<file path="src/rtl/tros_pkg.sv">
`default_nettype none
// +----------------------------------------------------------------------------+
// | Module      : tros_pkg                                                     |
// | Description : Shared constants, FSM state encoding and a width helper for  |
// |               the temperature ring-oscillator multi-channel readout.       |
// | Revision    : 1.0 - initial release                                        |
// +----------------------------------------------------------------------------+
package tros_pkg;

  // Fixed frame header, sent MSB first ahead of every frame.
  localparam logic [3:0] TROS_HEADER    = 4'b1010;
  // CRC8 polynomial x^8+x^2+x+1, with the x^8 term implied.
  localparam logic [7:0] TROS_CRC8_POLY = 8'h07;

  typedef enum logic [1:0] {
    ST_IDLE  = 2'd0,
    ST_SHIFT = 2'd1,
    ST_GAP   = 2'd2
  } tros_state_e;

  // Ceiling log2, never returning less than one bit so that single-entry
  // fields still have a legal width.
  function automatic int tros_clog2(input int value);
    int w;
    w = 1;
    while ((1 << w) < value) w++;
    return w;
  endfunction

endpackage
`default_nettype wire

</file>
<file path="src/rtl/tros_crc8.sv">
`default_nettype none
// +----------------------------------------------------------------------------+
// | Module      : tros_crc8                                                    |
// | Description : Bit-serial CRC8 (poly 0x07, init 0x00, no final XOR),        |
// |               MSB-first. Clear has priority over enable.                   |
// | Revision    : 1.0 - initial release                                        |
// +----------------------------------------------------------------------------+
module tros_crc8
  import tros_pkg::*;
(
  input  logic       clk,
  input  logic       reset,
  input  logic       clr,
  input  logic       en,
  input  logic       din,
  output logic [7:0] crc
);

  logic [7:0] crc_q;
  logic [7:0] crc_d;
  logic       feedback;

  // Next CRC value: clear, otherwise shift one message bit in when enabled.
  always_comb begin
    feedback = crc_q[7] ^ din;
    crc_d    = crc_q;
    if (clr) begin
      crc_d = 8'h00;
    end else if (en) begin
      crc_d = {crc_q[6:0], 1'b0} ^ (feedback ? TROS_CRC8_POLY : 8'h00);
    end
  end

  // CRC state register.
  always_ff @(posedge clk) begin
    if (reset) crc_q <= 8'h00;
    else       crc_q <= crc_d;
  end

  assign crc = crc_q;

endmodule
`default_nettype wire

</file>
<file path="src/rtl/tros_multi_readout.sv">
`default_nettype none
// +----------------------------------------------------------------------------+
// | Module      : tros_multi_readout                                           |
// | Description : Snapshots NUM_CH latched oscillator counts and streams them  |
// |               as framed, Manchester-coded bits (single channel or scan).   |
// |               Frame: HEADER | channel ID | count [| CRC8].                 |
// |               Optional CRC8 trailer: define TROS_READOUT_CRC8_EN.          |
// | Revision    : 1.0 - initial release                                        |
// +----------------------------------------------------------------------------+
module tros_multi_readout
  import tros_pkg::*;
#(
  parameter  int NUM_CH   = 4,
  parameter  int CNT_W    = 20,
  parameter  int GAP_BITS = 2,
  localparam int ID_W     = tros_clog2(NUM_CH)
) (
  input  logic                    clk,
  input  logic                    reset,
  input  logic                    ena,
  input  logic                    send_req,
  input  logic                    scan_mode,
  input  logic [ID_W-1:0]         ch_sel,
  input  logic [NUM_CH*CNT_W-1:0] cnt_bus,
  output logic                    serial_bit,
  output logic                    data_stream,
  output logic                    busy,
  output logic                    done
);

  localparam int BASE_W = 4 + ID_W + CNT_W;
`ifdef TROS_READOUT_CRC8_EN
  localparam int CRC_W  = 8;
`else
  localparam int CRC_W  = 0;
`endif
  localparam int FRAME_W = BASE_W + CRC_W;
  localparam int BC_W    = tros_clog2(FRAME_W);
  localparam int GC_W    = tros_clog2(GAP_BITS + 1);

  localparam logic [BC_W-1:0] BIT_LOAD = BC_W'(FRAME_W - 1);
  localparam logic [GC_W-1:0] GAP_LOAD = GC_W'((GAP_BITS > 0) ? GAP_BITS - 1 : 0);
  localparam logic [ID_W-1:0] LAST_CH  = ID_W'(NUM_CH - 1);

  tros_state_e               state_q, state_d;
  logic [2:0]                ena_sync_q, ena_sync_d;
  logic [2:0]                sync_req_q, sync_req_d;
  logic                      sync_req_dly_q, sync_req_dly_d;
  logic [NUM_CH*CNT_W-1:0]   snap_q, snap_d;
  logic [BASE_W-1:0]         shift_q, shift_d;
  logic [BC_W-1:0]           bit_cnt_q, bit_cnt_d;
  logic [GC_W-1:0]           gap_cnt_q, gap_cnt_d;
  logic [ID_W-1:0]           ch_q, ch_d;
  logic                      scan_q, scan_d;
  logic                      done_q, done_d;

  logic                      req_edge;
  logic                      load_frame;
  logic [ID_W-1:0]           load_id;
  logic [NUM_CH*CNT_W-1:0]   load_src;

  // Channel count lookup; IDs beyond the populated channels read as zero.
  function automatic logic [CNT_W-1:0] pick_count(
    input logic [NUM_CH*CNT_W-1:0] bus,
    input logic [ID_W-1:0]         id
  );
    pick_count = '0;
    for (int i = 0; i < NUM_CH; i++) begin
      if (id == ID_W'(i)) pick_count = bus[i*CNT_W +: CNT_W];
    end
  endfunction

  // Synchronisers, edge detect and the readout FSM next-state logic.
  always_comb begin
    ena_sync_d     = {ena_sync_q[1:0], ena};
    sync_req_d     = {sync_req_q[1:0], send_req};
    sync_req_dly_d = sync_req_q[2];
    req_edge       = sync_req_q[2] & ~sync_req_dly_q;

    state_d    = state_q;
    snap_d     = snap_q;
    shift_d    = shift_q;
    bit_cnt_d  = bit_cnt_q;
    gap_cnt_d  = gap_cnt_q;
    ch_d       = ch_q;
    scan_d     = scan_q;
    done_d     = 1'b0;
    load_frame = 1'b0;
    load_id    = ch_q;
    load_src   = snap_q;

    if (!ena_sync_q[2]) begin
      // Disabled: abandon any transfer silently and wipe captured data.
      state_d   = ST_IDLE;
      snap_d    = '0;
      shift_d   = '0;
      bit_cnt_d = '0;
      gap_cnt_d = '0;
      ch_d      = '0;
      scan_d    = 1'b0;
    end else begin
      unique case (state_q)
        ST_IDLE: begin
          if (req_edge) begin
            // The snapshot is not visible yet, so the first frame is built
            // straight from the live bus it is copied from.
            state_d    = ST_SHIFT;
            snap_d     = cnt_bus;
            scan_d     = scan_mode;
            ch_d       = scan_mode ? '0 : ch_sel;
            load_frame = 1'b1;
            load_id    = scan_mode ? '0 : ch_sel;
            load_src   = cnt_bus;
          end
        end
        ST_SHIFT: begin
          if (bit_cnt_q != '0) begin
            bit_cnt_d = bit_cnt_q - 1'b1;
            shift_d   = shift_q << 1;
          end else if (scan_q && (ch_q != LAST_CH)) begin
            ch_d = ch_q + 1'b1;
            if (GAP_BITS > 0) begin
              state_d   = ST_GAP;
              gap_cnt_d = GAP_LOAD;
              shift_d   = '0;
            end else begin
              load_frame = 1'b1;
              load_id    = ch_q + 1'b1;
            end
          end else begin
            state_d = ST_IDLE;
            shift_d = '0;
            done_d  = 1'b1;
          end
        end
        ST_GAP: begin
          if (gap_cnt_q == '0) begin
            state_d    = ST_SHIFT;
            load_frame = 1'b1;
            load_id    = ch_q;
          end else begin
            gap_cnt_d = gap_cnt_q - 1'b1;
          end
        end
        default: state_d = ST_IDLE;
      endcase

      if (load_frame) begin
        shift_d   = {TROS_HEADER, load_id, pick_count(load_src, load_id)};
        bit_cnt_d = BIT_LOAD;
      end
    end
  end

  // State registers; reset clears everything exactly like a disable.
  always_ff @(posedge clk) begin
    if (reset) begin
      state_q        <= ST_IDLE;
      ena_sync_q     <= '0;
      sync_req_q     <= '0;
      sync_req_dly_q <= 1'b0;
      snap_q         <= '0;
      shift_q        <= '0;
      bit_cnt_q      <= '0;
      gap_cnt_q      <= '0;
      ch_q           <= '0;
      scan_q         <= 1'b0;
      done_q         <= 1'b0;
    end else begin
      state_q        <= state_d;
      ena_sync_q     <= ena_sync_d;
      sync_req_q     <= sync_req_d;
      sync_req_dly_q <= sync_req_dly_d;
      snap_q         <= snap_d;
      shift_q        <= shift_d;
      bit_cnt_q      <= bit_cnt_d;
      gap_cnt_q      <= gap_cnt_d;
      ch_q           <= ch_d;
      scan_q         <= scan_d;
      done_q         <= done_d;
    end
  end

`ifdef TROS_READOUT_CRC8_EN
  localparam logic [BC_W-1:0] CRC_START   = BC_W'(CRC_W);
  localparam logic [BC_W-1:0] PAYLOAD_END = BC_W'(CRC_W + ID_W + CNT_W);

  logic [7:0] crc_value;
  logic       crc_en;
  logic       crc_clr;

  // CRC covers only ID and count bits; it is frozen while its own bits go out.
  assign crc_en  = (state_q == ST_SHIFT) && (bit_cnt_q >= CRC_START) &&
                   (bit_cnt_q < PAYLOAD_END);
  assign crc_clr = load_frame | (state_q != ST_SHIFT) | ~ena_sync_q[2];

  tros_crc8 u_crc8 (
    .clk   (clk),
    .reset (reset),
    .clr   (crc_clr),
    .en    (crc_en),
    .din   (shift_q[BASE_W-1]),
    .crc   (crc_value)
  );

  // Line bit: frame body from the shifter, then the CRC trailer MSB first.
  always_comb begin
    serial_bit = 1'b0;
    if (state_q == ST_SHIFT) begin
      if (bit_cnt_q < CRC_START) serial_bit = crc_value[bit_cnt_q[2:0]];
      else                       serial_bit = shift_q[BASE_W-1];
    end
  end
`else
  // Line bit: MSB of the shifter while a frame is on the wire.
  always_comb begin
    serial_bit = 1'b0;
    if (state_q == ST_SHIFT) serial_bit = shift_q[BASE_W-1];
  end
`endif

  assign busy        = (state_q != ST_IDLE);
  assign done        = done_q;
  assign data_stream = serial_bit ^ clk;

endmodule
`default_nettype wire

</file>
<file path="config.mk">
export PLATFORM = sky130hd
export DESIGN_NAME = tros_multi_readout
export DESIGN_NICKNAME = d
export VERILOG_FILES = /design/src/rtl/tros_pkg.sv /design/src/rtl/tros_crc8.sv /design/src/rtl/tros_multi_readout.sv
export SDC_FILE = /design/constraint.sdc
export NUM_CORES = 1
export LEC_CHECK = 0
export CORE_ASPECT_RATIO = 0.5
export CORE_MARGIN = 2
export CORE_UTILIZATION = 55
export CTS_BUF_LIST = sky130_fd_sc_hd__clkbuf_8
export DETAILED_ROUTE_END_ITERATION = 16
export PLACE_DENSITY_LB_ADDON = 0.2
export SETUP_SLACK_MARGIN = 0.3
export SYNTH_ARGS = -nofsm -noshare
export SYNTH_HDL_FRONTEND = slang
export SYNTH_SLANG_ARGS = --single-unit
</file>
<file path="constraint.sdc">
create_clock -name clk -period 5 [get_ports clk]
set_clock_uncertainty 0.2 [all_clocks]
set_input_delay 0.5 -clock clk [delete_from_list [all_inputs] [get_ports clk]]
set_output_delay 0.5 -clock clk [all_outputs]
set_load 0.01 [all_outputs]
</file>
==> metrics <==
hold crit path type=flop to flop; Sw Share=23.3%; VDD IR-drop max=0.000171 V; Worst path depth=4; Pwr Density=291 mW/mm^2; worst r2r path cells=5; Clock power frac=44.4%; largest net degree at the start of global routing=108; syn avg cell area=8.01 um^2; Post-Route WL=16800 um; CP Data Arrival Time=3410 ps; top_reg_cell synth=dfxtp_1; Finished Cell Area=0.00730 mm^2; critical path's top delay family=buffers and inverters; Leak=0.00229 uW; layout overhead on the synthesized area=21.8%; Port Buf Inserts=90; Die H=77.8 um; crit path to=data_stream; initial DRC count=698; register area share after synthesis=42.1%; setup violators final=0; die area=0.0118 mm^2; multi-input logic area=0.00315 mm^2; share of the synthesized area in the top cell type=42.1%; Nets=896; Starting Density=57.5%; most frequent cells in the layout=nand2_1 (185), dfxtp_1 (126), a21oi_1 (104); grt ovf=0; Slowest-stage cell, CP=clkdlybuf4s50_1; Synth Warn #=0; initial antenna violation count=0; worst-path maximum fanout=2; wire length of the first global-routing pass=26500 um; number of global-route vias before repair=5309; Clock Latency Late Sink=540 ps; critical-path cell list=clkbuf_8 -> clkbuf_8 -> xor2_1 -> clkdlybuf4s50_1; Sequential cell area=0.00252 mm^2; Final Instance Count excl. Fillers=959; CP Capture Type=output port; ANT cells=0; DR pass1 iterations=5; Crit path largest cell delay=550 ps; RSZ-0062 raised after global routing=false; layout cells sized above 1=7.81%; Max Slew Vio Count=0; Core Rows=26; net switching power=495 uW; reg2reg end=shift_q[6]; Synth Net Count=838; Post-synth EDFFs=0; antenna-violating nets left=0; maxcap violations=0; crit path kind=clock port to output port; DR DRC count=0; Placed Cells=924; Yosys reg bits=126; Vias/cell=6.00; Worst EP required=4300 ps; Fill cells=835; worst hold margin=240 ps; Die X=152 um; P_int=1630 uW; Buf/Inv on CP=3; share of flip-flops with an asynchronous set or reset=0%; PnR Total Power=2130 uW; Final Hold Viols=0; GPL Wtd Cong=0.854; Synth Cell Area=0.00599 mm^2; status=complete, no violations; count of cell types in the netlist=50; drt wl/cell=17.5 um; CTS tree=yes; Critical R2R Launch=ch_q[0]; Placed Instance Area=0.00688 mm^2; via count=5758; leading post-synthesis cells by cell area=dfxtp_1 (42%), nand2_1 (12%), a21oi_1 (8.7%); most common cell after layout, fill and taps aside=nand2_1; overall routing resource usage=29.2%; core area=0.0104 mm^2; Synth area leader=dfxtp_1; CP startpoint kind=clock port; sequential share of power=47.4%; Post-CTS Setup Bufs=0; Combinational Power Share=8.2%; slew of the pin with the lowest slew margin=1200 ps; R2R setup slack=2110 ps; CP Launch Point=clk; CP dominant cell by count=clkbuf_8; Post-CTS Resized=0; Sum Neg Setup Slack=0 ps; Ports=91; Gate Count Post-Synth=748; Final HPWL DP=11000 um; Max-slew headroom=20.2%; Hold Buf Count CTS=0; CTS clk-pin slew, worst paths=60 ps
[worst reg2reg max path: stages (launching register included)]
cell	delay, ps
dfxtp_1	950
buf_4	440
and2_1	500
nand2_1	190
nand3_1	320
o22ai_1	140
[per-stage QoR]
stage	setup WS, ps	util [%]
2_1_floorplan	1580	-
3_3_place_gp	1150	66.1
3_5_place_dp	1150	66.1
4_1_cts	868	70.1
5_1_grt	860	70.1
6_report	888	70.1
[registers in the layout, indices dropped and copies added, names as in the netlist, 2 cells and up]
register	flops
snap_q	80
shift_q	26
bit_cnt_q	5
ena_sync_q	3
sync_req_q	3
ch_q	2
gap_cnt_q	2
state_q	2
[layer usage]
metal  part of all wire, %  track usage [%]
met5                     0                0
met4                   1.4             8.24
met3                   9.8             8.18
met2                    43             42.4
met1                    46             42.1
[kinds of logic (layout without fill, tap and decap cells)]
kind of cell	Yosys count	count (layout)	synth area share, %
muxes	30	30	7.21
buffers and inverters	78	149	5.56
and+or+nand+nor	288	288	20.9
xor gates and xnor gates	4	4	0.585
DFF	126	126	42.1
adders and majority gates	3	3	0.627
AOI/OAI and AO/OA	219	219	23.0
[how the worst min path moves through the flow]
stage	start	end	slack [ps]	cells past startpoint
CTS	sync_req_q[1]	sync_req_q[2]	240	1
global route	sync_req_q[1]	sync_req_q[2]	260	1
finish	sync_req_q[1]	sync_req_q[2]	240	1
floorplan	ena_sync_q[0]	ena_sync_q[1]	210	1
global placement	ena_sync_q[1]	ena_sync_q[2]	230	1
detailed placement	ena_sync_q[1]	ena_sync_q[2]	220	1
[power groups by stage]
stage               Sequential (uW)  Clock, uW  Combinational (uW)
detailed placement             1030       25.4                 171
finish                         1010        944                 175
floorplan                      1030       10.0                68.0
global route                   1010       1000                 186
global placement               1030       25.4                 170
CTS                            1010        953                 172
[cells in the mapped netlist, types with 13 or more instances]
library cell,instances
nor2b_1,24
a21oi_1,104
o21ai_0,20
mux2i_1,15
nand2_1,185
a22oi_1,16
buf_2,19
o221ai_1,13
inv_1,14
dfxtp_1,126
nor2_1,35
clkbuf_1,41
[final cells by class]
| type | instances | share of cell area, % |
|---|---|---|
| tap | 140 | 2.40 |
| inverter | 14 | 0.720 |
| sequential | 126 | 34.6 |
| clock buffer | 24 | 4.47 |
| clock inverter | 12 | 1.44 |
| multi-input combinational | 544 | 43.2 |
| timing repair buffer | 99 | 13.2 |
Power figures use the tool's default switching activity.
